**src/rtl/if_align_if.sv**
```systemverilog
// Fetch-side and decode-side handshake bundle for the fetch-alignment buffer.
interface if_align_if;
  localparam int unsigned WORD_W = 32;
  localparam int unsigned PC_W   = 64;

  logic              flush;
  logic              f_valid;
  logic [WORD_W-1:0] f_data;
  logic [PC_W-1:0]   f_addr;
  logic              f_ready;
  logic              d_valid;
  logic [WORD_W-1:0] d_ins;
  logic [PC_W-1:0]   d_pc;
  logic              d_c_ins;
  logic              d_ready;

  // Alignment buffer side.
  modport slave (
    input  flush, f_valid, f_data, f_addr, d_ready,
    output f_ready, d_valid, d_ins, d_pc, d_c_ins
  );

  // Fetch/decode environment side.
  modport master (
    output flush, f_valid, f_data, f_addr, d_ready,
    input  f_ready, d_valid, d_ins, d_pc, d_c_ins
  );
endinterface

```
**src/rtl/if_align.sv**
```systemverilog
// Fetch-alignment buffer: splits 32-bit fetch words into 16-bit parcels and
// presents one (possibly compressed) instruction per cycle with its PC.
module if_align #(
  parameter int unsigned PARCELS = 4
) (
  input  logic      clk,
  input  logic      rst,
  if_align_if.slave bus
);

  localparam int unsigned PTR_W = (PARCELS > 2) ? $clog2(PARCELS) : 1;
  localparam int unsigned CNT_W = $clog2(PARCELS + 1);

  logic [15:0]      mem [PARCELS];
  logic [PTR_W-1:0] rd_ptr;
  logic [PTR_W-1:0] wr_ptr;
  logic [CNT_W-1:0] count;
  logic [63:0]      head_pc;
  logic [63:0]      tail_pc;

  logic [15:0]      head_parcel;
  logic [15:0]      next_parcel;
  logic             head_comp;
  logic             valid_c;
  logic [31:0]      ins_c;
  logic             seq_word;
  logic             non_seq;
  logic             frag;
  logic             drop_frag;
  logic [CNT_W-1:0] space_count;
  logic             ready_c;
  logic             push;
  logic             pop;
  logic [1:0]       push_n;
  logic [1:0]       pop_n;
  logic [CNT_W-1:0] base_count;
  logic [CNT_W-1:0] count_next;
  logic             unused_addr_bit;

  // Pointer advance modulo PARCELS (PARCELS need not be a power of two).
  function automatic logic [PTR_W-1:0] ptr_add(input logic [PTR_W-1:0] p,
                                               input logic [1:0] n);
    logic [PTR_W:0] s;
    s = {1'b0, p} + (PTR_W+1)'(n);
    if (s >= (PTR_W+1)'(PARCELS)) s = s - (PTR_W+1)'(PARCELS);
    return s[PTR_W-1:0];
  endfunction

  // Head decode, fetch acceptance and push/pop sizing.
  always_comb begin
    head_parcel = mem[rd_ptr];
    next_parcel = mem[ptr_add(rd_ptr, 2'd1)];
    head_comp   = head_parcel[1:0] != 2'b11;
    valid_c     = (count != '0) && (head_comp || count >= CNT_W'(2));
    ins_c       = head_comp ? {16'h0, head_parcel} : {next_parcel, head_parcel};
    // A word from a different line than the tail redirects the stream; a lone
    // upper-less 32-bit fragment can never complete, so it is discarded.
    seq_word    = bus.f_addr[63:2] == tail_pc[63:2];
    non_seq     = (count != '0) && !seq_word;
    frag        = (count == CNT_W'(1)) && !head_comp;
    drop_frag   = non_seq && frag;
    space_count = drop_frag ? '0 : count;
    ready_c     = !rst && (!non_seq || drop_frag) &&
                  ((CNT_W'(PARCELS) - space_count) >= CNT_W'(2));
    push        = bus.f_valid && ready_c && !bus.flush;
    pop         = valid_c && bus.d_ready && !bus.flush;
    push_n      = push ? (bus.f_addr[1] ? 2'd1 : 2'd2) : 2'd0;
    pop_n       = pop ? (head_comp ? 2'd1 : 2'd2) : 2'd0;
    base_count  = (push && drop_frag) ? '0 : count;
    count_next  = base_count + CNT_W'(push_n) - CNT_W'(pop_n);
  end

  assign bus.f_ready      = ready_c;
  assign bus.d_valid      = valid_c;
  assign bus.d_ins        = ins_c;
  assign bus.d_pc         = head_pc;
  assign bus.d_c_ins      = (count != '0) && head_comp;
  assign unused_addr_bit  = bus.f_addr[0];

  // Parcel storage, pointers, count and PC tracking.
  always_ff @(posedge clk) begin
    if (rst) begin
      mem     <= '{default: '0};
      rd_ptr  <= '0;
      wr_ptr  <= '0;
      count   <= '0;
      head_pc <= '0;
      tail_pc <= '0;
    end else if (bus.flush) begin
      count  <= '0;
      rd_ptr <= wr_ptr;
    end else begin
      if (push) begin
        if (!bus.f_addr[1]) begin
          mem[wr_ptr]                <= bus.f_data[15:0];
          mem[ptr_add(wr_ptr, 2'd1)] <= bus.f_data[31:16];
        end else begin
          mem[wr_ptr] <= bus.f_data[31:16];
        end
        wr_ptr  <= ptr_add(wr_ptr, push_n);
        tail_pc <= {bus.f_addr[63:2], 2'b00} + 64'd4;
      end
      if (push && drop_frag) begin
        rd_ptr <= wr_ptr;
      end else if (pop) begin
        rd_ptr <= ptr_add(rd_ptr, pop_n);
      end
      if (push && base_count == '0) begin
        head_pc <= {bus.f_addr[63:1], 1'b0};
      end else if (pop) begin
        head_pc <= head_pc + ((pop_n == 2'd2) ? 64'd4 : 64'd2);
      end
      count <= count_next;
    end
  end

endmodule
```
**src/flat_wrapper.sv**
```systemverilog
// flat-port wrapper written by rule: the top's interface ports become plain ports
module if_align_flat 
#(
  parameter int unsigned PARCELS = 4
)
  (clk, rst, bus_flush, bus_f_valid, bus_f_data, bus_f_addr, bus_d_ready, bus_f_ready, bus_d_valid, bus_d_ins, bus_d_pc, bus_d_c_ins);
  if_align_if bus_i ();
  input  logic clk;
  input  logic rst;
  input wire logic [$bits(bus_i.flush)-1:0] bus_flush;
  input wire logic [$bits(bus_i.f_valid)-1:0] bus_f_valid;
  input wire logic [$bits(bus_i.f_data)-1:0] bus_f_data;
  input wire logic [$bits(bus_i.f_addr)-1:0] bus_f_addr;
  input wire logic [$bits(bus_i.d_ready)-1:0] bus_d_ready;
  output wire logic [$bits(bus_i.f_ready)-1:0] bus_f_ready;
  output wire logic [$bits(bus_i.d_valid)-1:0] bus_d_valid;
  output wire logic [$bits(bus_i.d_ins)-1:0] bus_d_ins;
  output wire logic [$bits(bus_i.d_pc)-1:0] bus_d_pc;
  output wire logic [$bits(bus_i.d_c_ins)-1:0] bus_d_c_ins;
  assign bus_i.flush = bus_flush;
  assign bus_i.f_valid = bus_f_valid;
  assign bus_i.f_data = bus_f_data;
  assign bus_i.f_addr = bus_f_addr;
  assign bus_i.d_ready = bus_d_ready;
  assign bus_f_ready = bus_i.f_ready;
  assign bus_d_valid = bus_i.d_valid;
  assign bus_d_ins = bus_i.d_ins;
  assign bus_d_pc = bus_i.d_pc;
  assign bus_d_c_ins = bus_i.d_c_ins;
  if_align #(.PARCELS(PARCELS)) u_core (.clk(clk), .rst(rst), .bus(bus_i));
endmodule
```
**config.mk**
```make
export PLATFORM = sky130hd
export DESIGN_NAME = if_align_flat
export DESIGN_NICKNAME = d
export VERILOG_FILES = /design/src/rtl/if_align_if.sv /design/src/rtl/if_align.sv /design/src/flat_wrapper.sv
export SDC_FILE = /design/constraint.sdc
export NUM_CORES = 1
export LEC_CHECK = 0
export CORE_MARGIN = 4
export CORE_UTILIZATION = 45
export CTS_CLUSTER_SIZE = 10
export DETAILED_ROUTE_END_ITERATION = 6
export PLACE_DENSITY_LB_ADDON = 0.1
export SETUP_SLACK_MARGIN = 0.02
export SLEW_MARGIN = 20
export SYNTH_ARGS = -nofsm -noshare
export SYNTH_HDL_FRONTEND = slang
export SYNTH_SLANG_ARGS = --single-unit
```
**constraint.sdc**
```tcl
create_clock -name clk -period 13.6 [get_ports clk]
set_clock_uncertainty 0.1 [all_clocks]
set_input_delay 2.72 -clock clk [delete_from_list [all_inputs] [get_ports clk]]
set_output_delay 2.72 -clock clk [all_outputs]
set_load 0.005 [all_outputs]
```
After elaboration in Yosys (flattened, before gate mapping)
Cells that the tools add are included.
- register bits: 199
- output and inout bits: 99
- add/subtract/negate cells: 13
- magnitude comparators: 12
- eq/ne operators: 4
- mux-type cells: 35
- bitwise gates (word level): 5
- reductions and logical operators: 29
- operator list (kind ; number):
    bitwise mux 64 bit ; 3
    2-to-1 mux 64 bit ; 3
    2-to-1 mux 16 bit ; 6
    adder 64 x 3 -> 64 bit (second input constant) ; 1
    adder 64 bit ; 1
    binary-select mux 16 bit (select 2 bit) ; 2
    demux 16 bit (select 2 bit) ; 2
    == test 62 bit ; 1
    2-to-1 mux 32 bit ; 1
    2-to-1 mux 2 bit ; 15
    >= comparator 3 bit (second input constant) ; 8
    logical AND 1 bit ; 15
    NOT 2 -> 3 bit ; 4
    2-to-1 mux 3 bit ; 3
    subtractor 2 x 1 -> 2 bit (second input constant) ; 4
    adder 2 x 1 -> 3 bit (second input constant) ; 2
    adder 2 x 2 -> 3 bit ; 2
    >= comparator 3 x 2 -> 1 bit (second input constant) ; 2
    less-than comparator 3 x 1 -> 1 bit (second input constant) ; 2
    nonzero test 3 bit ; 2
    logical NOT 1 bit ; 5
    AND reduction 2 bit ; 2
    adder 3 x 2 -> 3 bit ; 1
    == test 3 x 1 -> 1 bit (second input constant) ; 1
    9 further kinds ; 10

Depth between registers and ports, before layout
Gate-level depths: netlist (run 1).
- depth in word-level cells: 24
- mapped depth: 23

Worst setup path before layout (run 1)
Ideal clock, no wire load.
- path kind: input -> output
- from: input bus_f_addr[28]
- to: output bus_f_ready
- data arrival time: 4638 ps
- required time: 10780 ps
- slack: 6142 ps
- stages: 12
- cell sequence: clkbuf_1 -> xnor2_1 -> nand4_1 -> nor4_1 -> nand4_1 -> buf_6 -> nand3_1 -> o21ai_0 -> ha_1 -> xnor2_1 -> a31oi_1 -> a21boi_0
- word-level cells in the longest chain between the ends: 8
- elaborated cells on any way between the ends: 11
- ends and longest elaborated chain (element ; line ; text):
    start: declaration ; flat_wrapper.sv:13 ; input wire logic [$bits(bus_i.f_addr)-1:0] bus_f_addr;
    == test 62 bit * ; if_align.sv:58 ; seq_word = bus.f_addr[63:2] == tail_pc[63:2];
    logical NOT 1 bit * ; if_align.sv:59 ; non_seq = (count != '0) && !seq_word;
    logical AND 1 bit * ; if_align.sv:59 ;
    logical AND 1 bit ; if_align.sv:61 ; drop_frag = non_seq && frag;
    2-to-1 mux 3 bit ; if_align.sv:62 ; space_count = drop_frag ? '0 : count;
    subtractor 3 bit ; if_align.sv:64 ; ((CNT_W'(PARCELS) - space_count) >= CNT_W'(2));
    >= comparator 3 x 2 -> 1 bit ; if_align.sv:64 ;
    logical AND 1 bit * ; if_align.sv:63 ; ready_c = !rst && (!non_seq || drop_frag) &&
    end: declaration ; flat_wrapper.sv:15 ; output wire logic [$bits(bus_i.f_ready)-1:0] bus_f_ready;
Mark *: on every way between the ends. The rest lies on a longest branch, timed or not.

Worst setup path after layout (run 1)
- from: input bus_f_addr[24]
- to: output bus_f_ready
Same word-level chain as after synthesis.

==> run_results.csv, run 1 <==
group,metric,value,unit
outcome,status,"complete, no violations",
synthesis,ys_seq_area_share,31.07,%
timing,fmax,0.1027,GHz
worst_setup_path,cp-end-kind,"output port",
power,intPower,982.2,uW
floorplanning,num_io_pins,200,
synthesis,synth_area_per_cell,8.287,sq um
worst_setup_path,crit_chain,"clkdlybuf4s50_1 -> xnor2_1 -> nand4_1 -> nor4_1 -> nand4_1 -> nand3_1 -> o21ai_0 -> ha_1 -> xnor2_1 -> a31oi_1 -> a21boi_0 -> clkdlybuf4s50_1",
min_path,min_delay_worst_endpoint,"u_core.mem[63]",
synthesis,synthArstFlopShare,0,%
layout,num-fill-cells,2555,
floorplanning,die_w,175.5,microns
timing,tightest_slew,1.041,ns
grt,antenna_found_initial,1,
power,switching_share,30.09,%
layout,n_antenna_cell,0,
detailed_routing,wl_per_cell,20.45,microns
synthesis,yosysWarningCount,0,
power,ir_worst_vdd,0.00006865,V
run,maxCapViolCount,0,
layout,area_growth_syn_to_layout,20.80,%
worst_setup_path,reg2reg_from,"u_core.tail_pc[56]",
worst_setup_path,cp.required,10.78,ns
clock_tree,clockRootBuffer,"clkbuf_16",
timing,period_minus_slack,9.740,ns
grt,grt_pass1_vias,11340,
min_path,hp-start,"u_core.mem[63]",
grt,grt_pass1_wl,64.90,mm
synthesis,yosysUniqueCellTypes,68,
layout,num-nets-final,1752,
clock_tree,cts_resized,0,
placed_design,hpwl,28.50,mm
worst_setup_path,critPathKind,"primary input to output port",
layout,drive_above_1_share,7.464,%
worst_setup_path,critPathMaxStageDelay,0.78,ns
synthesis,synth_edf_count,0,
synthesis,synth_top_cells_by_area,"dfxtp_1 (31%), xnor2_1 (7.4%), mux4_2 (5.7%)",
timing,drv_slew,0,
synthesis,netlist.area_leader.share,31.07,%
worst_setup_path,slowest_stage,"nand4_1",
floorplanning,core_area,0.02771,sq mm
synthesis,ys_ff_latch,196,
timing,rsz0062_at_grt,"no",
power,cellPowerDensity,92.08,mW/mm^2
timing,finalSetupViolations,0,
power,pwr-share-clk,36.2,%
grt,grt_overflow,0,
clock_tree,cts.clk_slew.worst_paths,0.07,ns
clock_tree,cts_tree,"done",
detailed_routing,dr_total_vias,12100,
worst_setup_path,rrSetupSlack,7.56,ns
worst_setup_path,cp_max_fo,11,
placed_design,placed_cell_area,0.01468,sq mm
detailed_routing,postRouteAntennaNets,0,
synthesis,synthesis.nets,1641,
floorplanning,start_util,45.59,%
min_path,min_path_type,"register to register",
synthesis,syn_inst,1524,
clock_tree,cts_buffers,17,
synthesis,synth_area_leader_cell,"dfxtp_1",
synthesis,synth_ff_type,"dfxtp_1",
clock_tree,clk_path_buf_depth,2,
detailed_routing,drt_iter0_markers,987,
min_path,worstHoldPathCells,2,
placed_design,io_buffers,197,
clock_tree,holdBufCountCts,0,
clock_tree,clk-insertion-delay-late,0.44,ns
power,comb_power_share,18.9,%
worst_setup_path,reg2reg_depth,18,
timing,slew-limit-headroom,30.60,%
grt,grt_max_degree,97,
detailed_routing,wirelength,41.44,mm
worst_setup_path,critPathArrivalTime,6.92,ns
detailed_routing,drc_errors,0,
grt,grt_use_total,26.27,%
layout,final_cell_area,0.01526,sq mm
worst_setup_path,r2r-end,"u_core.count[2]",
clock_tree,h-tree-depth,4,
clock_tree,post_cts_buffers,0,
timing,fin_setup_tns,0,ns
placed_design,gp_congestion,0.8453,
floorplanning,rows,61,
layout,final_cell_mix,"clkdlybuf4s50_1 (195), dfxtp_1 (195), nor2_1 (192)",
floorplanning,die-area,0.03081,sq mm
timing,finalCritPeriodShare,71.62,%
floorplanning,die-height,175.5,microns
power,seq_power_share,44.8,%
worst_setup_path,startpoint_type,"primary input",
synthesis,synth_area,0.01263,sq mm
detailed_routing,viasPerCell,5.972,
detailed_routing,first_pass_iters,5,
power,power.leakage,0.005001,uW
power,netSwitchingPower,422.7,uW
clock_tree,clkSinkCount,196,
timing,hold_violations,0,
## worst max-delay path by stage
stage,startpoint,to,slack (ns),cells after the start
2_1_floorplan,bus_f_addr[28],bus_f_ready,6.14,12
3_3_place_gp,bus_f_addr[24],bus_f_ready,3.94,12
3_5_place_dp,bus_f_addr[56],bus_f_ready,3.89,12
4_1_cts,bus_f_addr[56],bus_f_ready,3.88,12
5_1_grt,bus_f_addr[56],bus_f_ready,3.53,12
6_report,bus_f_addr[24],bus_f_ready,3.86,12
## worst max-delay path, delay by kind of cell
family                   cells  cell delay [ns]
adder cells (fa/ha/maj)      1             0.22
XOR/XNOR                     2             0.49
AO/OA/AOI/OAI                3             0.63
buffers and inverters        2             1.22
AND/OR/NAND/NOR              4             1.62
## logic make-up (layout without fill, tap and decap cells)
| logic type | after synthesis | in the layout | share of synthesized area (%) |
|---|---|---|---|
| fa+ha+maj | 16 | 16 | 1.763 |
| mux | 85 | 85 | 9.907 |
| xor+xnor | 149 | 149 | 10.33 |
| compound gates | 349 | 349 | 19.38 |
| simple gates | 569 | 569 | 22.00 |
| flops | 196 | 196 | 31.07 |
| other cells | 1 | 1 | 0.02969 |
| buf+inv | 159 | 283 | 5.518 |
## final cells by class
type / count / area, sq um / share of cell area, %
multi-input cells: 1169 / 8021 / 52.58
flip-flops and latches: 196 / 3925 / 25.73
repair buffers: 220 / 2140 / 14.02
well taps: 378 / 473.0 / 3.100
clock buffers: 20 / 466.7 / 3.059
inverters: 31 / 116.4 / 0.7627
clock inverters: 12 / 115.1 / 0.7545
## metal layers
metal / global-route usage (%) / wire length, microns
met5: 0 / 13
met4: 5.653 / 586
met3: 5.596 / 3164
met2: 44.24 / 20160
met1: 35.01 / 17520
## sequential cells by signal (all words and copies together), names as in the netlist
register / flops
u_core.bus.d_pc: 63
u_core.count: 3
u_core.mem: 64
u_core.rd_ptr: 2
u_core.tail_pc: 62
u_core.wr_ptr: 2
## synthesized netlist by cell type, drive strengths merged, types with 13 or more instances
cell	number
xor2	42
o21ai	19
mux4	32
a31oi	43
nor4	22
nand2	132
buf	41
dfxtp	196
a221oi	35
nand4	46
nor2	195
a21oi	103
xnor2	107
a22oi	18
nor3	26
nand3	61
mux2i	53
inv	31
ha	13
a211oi	95
and3	50
clkbuf	87
## stage by stage
| step | power (uW) | util, % | cells | worst slack [ns] | hold slack, ns |
|---|---|---|---|---|---|
| 5_1_grt | 1463 | 55.07 | 2026 | 3.526 | 0.4072 |
| 2_1_floorplan | 786.6 | - | 1524 | 6.142 | 0.3454 |
| 3_5_place_dp | 908.0 | 52.97 | 1994 | 3.887 | 0.3706 |
| 4_1_cts | 1414 | 55.07 | 2026 | 3.884 | 0.3837 |
| 6_report | 1405 | 55.07 | 2026 | 3.860 | 0.3798 |
| 3_3_place_gp | 904.6 | 52.97 | 1994 | 3.941 | 0.3609 |
## power groups by stage
stage / sequential (uW) / clock, uW / combinational [uW]
after global placement: 642 / 0 / 263
after floorplan: 637 / 0 / 149
final: 630 / 509 / 266
after CTS: 630 / 518 / 267
after detailed placement: 643 / 0 / 265
after global routing: 634 / 541 / 288
Power figures use the tool's default switching activity.
==> inputs of run 2 (changes only) <==
- clock period: 13.6 -> 9.7 ns (I/O delays scaled with it)
==> run 2 against run 1 <==
Compared with the run above:
- clock-buffer cell count down 1
- first-iteration DRC count shrank 1.1%
- non-clock buffer count increased by 3
- sequential share of layout area hardly changed
==> run_results.csv, run 2 (same netlist as run 1, synthesis figures left out) <==
group,metric,value,unit
timing,hold_violations,0,
timing,finalCritPeriodShare,79.00,%
layout,final_cell_mix,"clkdlybuf4s50_1 (195), dfxtp_1 (195), nor2_1 (192)",
worst_setup_path,cp.required,7.66,ns
detailed_routing,viasPerCell,5.910,
detailed_routing,wirelength,40.99,mm
timing,rsz0062_at_grt,"no",
worst_setup_path,reg2reg_from,"u_core.rd_ptr[0]",
timing,fin_setup_tns,0,ns
power,ir_worst_vdd,0.0001040,V
min_path,min_path_type,"register to register",
run,maxCapViolCount,0,
worst_setup_path,critPathArrivalTime,5.62,ns
worst_setup_path,cp_max_fo,11,
clock_tree,cts.clk_slew.worst_paths,0.08,ns
timing,finalSetupViolations,0,
timing,period_minus_slack,7.663,ns
worst_setup_path,cp-end-kind,"output port",
floorplanning,die-area,0.03081,sq mm
detailed_routing,drt_iter0_markers,976,
grt,grt_overflow,0,
clock_tree,clockRootBuffer,"clkbuf_16",
layout,largest_register_ffs,64,
layout,final_cell_area,0.01527,sq mm
floorplanning,num_io_pins,200,
grt,grt_pass1_wl,64.43,mm
detailed_routing,postRouteAntennaNets,0,
timing,tightest_slew,0.9868,ns
layout,largest-register,"u_core.mem",
clock_tree,holdBufCountCts,0,
detailed_routing,first_pass_iters,5,
detailed_routing,wl_per_cell,20.20,microns
layout,n_antenna_cell,0,
timing,fmax,0.1305,GHz
clock_tree,clk_path_buf_depth,2,
placed_design,hpwl,28.35,mm
clock_tree,clk-insertion-delay-late,0.44,ns
floorplanning,die-height,175.5,microns
clock_tree,clkSinkCount,196,
worst_setup_path,critPathKind,"primary input to output port",
floorplanning,core_area,0.02771,sq mm
floorplanning,rows,61,
worst_setup_path,r2r-end,"u_core.count[2]",
placed_design,gp_congestion,0.8720,
grt,grt_max_degree,98,
outcome,status,"complete, no violations",
layout,num-nets-final,1755,
clock_tree,cts_buffers,17,
clock_tree,post_cts_buffers,0,
detailed_routing,dr_total_vias,11990,
grt,grt_use_total,26.09,%
placed_design,io_buffers,197,
floorplanning,start_util,45.59,%
clock_tree,cts_resized,0,
worst_setup_path,rrSetupSlack,4.14,ns
clock_tree,h-tree-depth,4,
floorplanning,die_w,175.5,microns
min_path,hp-start,"u_core.mem[49]",
grt,grt_pass1_vias,11380,
layout,area_growth_syn_to_layout,20.91,%
min_path,min_delay_worst_endpoint,"u_core.mem[49]",
power,cellPowerDensity,129.1,mW/mm^2
power,power.leakage,0.005017,uW
layout,drive_above_1_share,7.450,%
worst_setup_path,startpoint_type,"primary input",
detailed_routing,drc_errors,0,
min_path,worstHoldPathCells,2,
clock_tree,cts_tree,"done",
timing,slew-limit-headroom,34.21,%
worst_setup_path,reg2reg_depth,18,
timing,drv_slew,0,
placed_design,placed_cell_area,0.01469,sq mm
grt,antenna_found_initial,1,
run 2: changes by cell type in the layout (fill, tap and decap cells not counted), sizes merged:
cell      before  now
clkinvlp       1    0
inv           36   40
buf           25   28
clkinv         6    4
clkbuf        20   19
run 2: how the worst max path moves through the flow:
stage,start,to,slack (ns),cells past startpoint
after floorplan,bus_f_addr[28],u_core.count[2],3.53,20
after global placement,bus_f_addr[18],bus_f_ready,2.07,13
after detailed placement,bus_f_addr[18],u_core.count[2],2.04,23
after CTS,bus_f_addr[18],bus_f_ready,2.05,13
after global routing,bus_f_addr[56],bus_f_ready,1.83,13
final,bus_f_addr[56],bus_f_ready,2.04,13
run 2: layout make-up:
| cell class | instances | area [sq um] |
|---|---|---|
| timing repair buffer | 223 | 2162 |
| clock buffer | 19 | 442.9 |
| inverter | 31 | 116.4 |
| clock inverter | 13 | 135.1 |
| tap | 378 | 473.0 |
| fill | 2583 | 12430 |
| sequential | 196 | 3925 |
| multi-input combinational | 1169 | 8016 |
run 2: critical path, stage by stage:
cell and delay [ns]:
clkdlybuf4s50_1 0.55, xnor2_1 0.38, nand4_1 0.27, nor4_1 0.32
nand4_1 0.19, buf_4 0.26, nand3_1 0.10, o21ai_0 0.12
ha_1 0.22, xnor2_1 0.12, a31oi_1 0.28, a21boi_0 0.31
clkdlybuf4s50_1 0.56
run 2: power breakdown:
part | switching, uW | internal [uW] | total, uW
Clock | 363 | 352 | 715
Sequential | 38.5 | 845 | 883
Combinational | 200 | 172 | 372
Total | 602 | 1370 | 1970
run 2: metrics by stage:
| step | power (uW) | hold WS [ns] | setup slack [ns] | util, % | instances |
|---|---|---|---|---|---|
| floorplan | 1103 | 0.3454 | 3.534 | - | 1524 |
| CTS | 1982 | 0.3828 | 2.046 | 55.12 | 2029 |
| finish | 1971 | 0.3836 | 2.037 | 55.12 | 2029 |
| detailed placement | 1272 | 0.3727 | 2.044 | 53.03 | 1997 |
| global placement | 1268 | 0.3609 | 2.066 | 53.03 | 1997 |
| global route | 2052 | 0.4016 | 1.830 | 55.12 | 2029 |
run 2: metal layers:
metal / wire [microns] / global-route usage, %
met2: 19580 / 42.72
met1: 18120 / 35.21
met3: 2351 / 4.907
met5: 20 / 0
met4: 919 / 7.992
==> inputs of run 3 (changes only) <==
- clock period: 9.7 -> 6.8 ns (I/O delays scaled with it)
==> run 3 against run 2 <==
Compared with the run above:
- total power grew 44%
- largest power group unchanged
- utilization grew 0.35 points
- non-clock buffer count grew 11
- critical path type unchanged
- global-route usage grew 0.56 points
- combinational power up 44%
- critical path depth shrank 1
- clock power is 44% higher
- setup slack lost 1.5 ns
- sequential share of layout area fell by 0.16 points
- first-iteration DRC count decreased by 4.4%
==> run_results.csv, run 3 (same netlist as run 1, synthesis figures left out) <==
group,metric,value,unit
clock_tree,clk_path_buf_depth,2,
worst_setup_path,rrSetupSlack,1.92,ns
worst_setup_path,reg2reg_depth,13,
detailed_routing,drt_iter0_markers,933,
grt,grt_pass1_vias,11560,
worst_setup_path,crit_chain,"clkdlybuf4s50_1 -> xnor2_1 -> nand4_1 -> nor4_1 -> nand4_1 -> nand3_1 -> o21ai_0 -> ha_1 -> xnor2_1 -> a31oi_1 -> a21boi_0 -> clkdlybuf4s50_1",
timing,fmax,0.1595,GHz
floorplanning,die_w,175.5,microns
floorplanning,rows,61,
clock_tree,h-tree-depth,4,
clock_tree,cts_resized,0,
layout,num-fill-cells,2612,
layout,largest-register,"u_core.mem",
detailed_routing,viasPerCell,5.894,
placed_design,gp_congestion,0.8913,
floorplanning,start_util,45.59,%
grt,grt_max_degree,98,
timing,slew-limit-headroom,33.42,%
detailed_routing,wl_per_cell,20.46,microns
floorplanning,die-area,0.03081,sq mm
worst_setup_path,critPathArrivalTime,4.81,ns
power,power.leakage,0.005073,uW
timing,hold_violations,0,
layout,num-nets-final,1766,
detailed_routing,drc_errors,0,
layout,area_growth_syn_to_layout,21.69,%
clock_tree,post_cts_buffers,0,
timing,tightest_slew,0.9987,ns
placed_design,io_buffers,197,
detailed_routing,wirelength,41.74,mm
placed_design,hpwl,28.99,mm
floorplanning,num_io_pins,200,
detailed_routing,first_pass_iters,5,
timing,rsz0062_at_grt,"no",
layout,final_cell_mix,"clkdlybuf4s50_1 (195), dfxtp_1 (195), nor2_1 (192)",
detailed_routing,dr_total_vias,12020,
worst_setup_path,cp-end-kind,"output port",
grt,grt_pass1_wl,65.71,mm
timing,finalSetupViolations,0,
floorplanning,die-height,175.5,microns
grt,grt_use_total,26.65,%
worst_setup_path,cp.required,5.34,ns
placed_design,place.detailed.instances,2008,
run,maxCapViolCount,0,
power,ir_worst_vdd,0.0001305,V
timing,drv_slew,0,
layout,drive_above_1_share,8.063,%
worst_setup_path,critPathMaxStageDelay,0.57,ns
layout,fin_cells,2040,
clock_tree,cts_tree,"done",
clock_tree,clockRootBuffer,"clkbuf_16",
power,cellPowerDensity,184.5,mW/mm^2
floorplanning,core_area,0.02771,sq mm
worst_setup_path,slowest_stage,"clkdlybuf4s50_1",
timing,period_minus_slack,6.270,ns
clock_tree,clk-insertion-delay-late,0.44,ns
layout,n_antenna_cell,0,
layout,largest_register_ffs,64,
detailed_routing,postRouteAntennaNets,0,
worst_setup_path,cp-endpoint,"bus_f_ready",
worst_setup_path,timing.critical_path.from,"bus_f_addr[30]",
clock_tree,clkSinkCount,196,
clock_tree,cts_buffers,17,
clock_tree,cts.clk_slew.worst_paths,0.08,ns
timing,finalCritPeriodShare,92.20,%
clock_tree,holdBufCountCts,0,
outcome,status,"complete, no violations",
timing,fin_setup_tns,0,ns
layout,utilization,55.47,%
worst_setup_path,cp_max_fo,4,
worst_setup_path,critPathKind,"primary input to output port",
min_path,min_path_type,"register to register",
worst_setup_path,startpoint_type,"primary input",
grt,grt_overflow,0,
worst_setup_path,reg2reg_from,"u_core.rd_ptr[1]",
grt,antenna_found_initial,1,
worst_setup_path,r2r-end,"u_core.bus.d_pc[54]",
run 3: cell count changes in the layout (fill, tap and decap cells not counted):
cell / before / now
buf_4: 28 / 38
clkinvlp_4: 0 / 1
clkinv_4: 1 / 4
bufinv_16: 0 / 1
clkinv_8: 2 / 0
buf_12: 0 / 1
inv_8: 4 / 3
inv_6: 5 / 3
run 3: where the power goes:
group / internal [uW] / total (uW) / switching (uW)
Combinational: 251 / 535 / 285
Clock: 529 / 1030 / 505
Sequential: 1210 / 1270 / 60.4
Total: 1990 / 2840 / 850
run 3: layer usage:
layer | vias up | share of wire [%] | GRT usage [%]
li1 | 5837 | - | -
met1 | 5760 | 44 | 35.26
met2 | 369 | 48 | 44.35
met3 | 56 | 6.3 | 5.553
met4 | 2 | 1.9 | 7.570
met5 | - | 0.048 | 0
run 3: worst min path at each step:
| stage | startpoint | endpoint | cells past startpoint |
|---|---|---|---|
| after floorplan | u_core.mem[48] | u_core.mem[48] | 2 |
| after global placement | u_core.mem[49] | u_core.mem[49] | 2 |
| after detailed placement | u_core.mem[49] | u_core.mem[49] | 2 |
| after CTS | u_core.mem[49] | u_core.mem[49] | 2 |
| after global routing | u_core.mem[49] | u_core.mem[49] | 2 |
| final | u_core.mem[49] | u_core.mem[49] | 2 |
run 3: cell type report:
type	instances	area, sq um	area share (%)
inverters	31	116.4	0.7571
well taps	378	473.0	3.077
repair buffers	234	2257	14.69
clock inverters	13	137.6	0.8955
flip-flops and latches	196	3925	25.54
clock buffers	19	442.9	2.882
multi-input cells	1169	8016	52.16
run 3: worst max-delay path: cells and delay by family:
family                     cells  cell delay, ns
and+or+nand+nor                4            0.93
buffers and inverters          2            1.08
xor gates and xnor gates       2            0.47
adders and majority gates      1            0.21
AOI/OAI and AO/OA              3            0.76
run 3: metrics by stage:
| stage | worst slack, ns | power, uW | hold WS (ns) | instance area (sq um) |
|---|---|---|---|---|
| floorplan | 1.214 | 1573 | 0.3454 | 12630 |
| global placement | 0.5429 | 1817 | 0.3598 | 14790 |
| detailed placement | 0.4975 | 1823 | 0.3654 | 14790 |
| CTS | 0.4678 | 2844 | 0.3806 | 15370 |
| global route | 0.3056 | 2948 | 0.3996 | 15370 |
| finish | 0.5303 | 2835 | 0.3801 | 15370 |
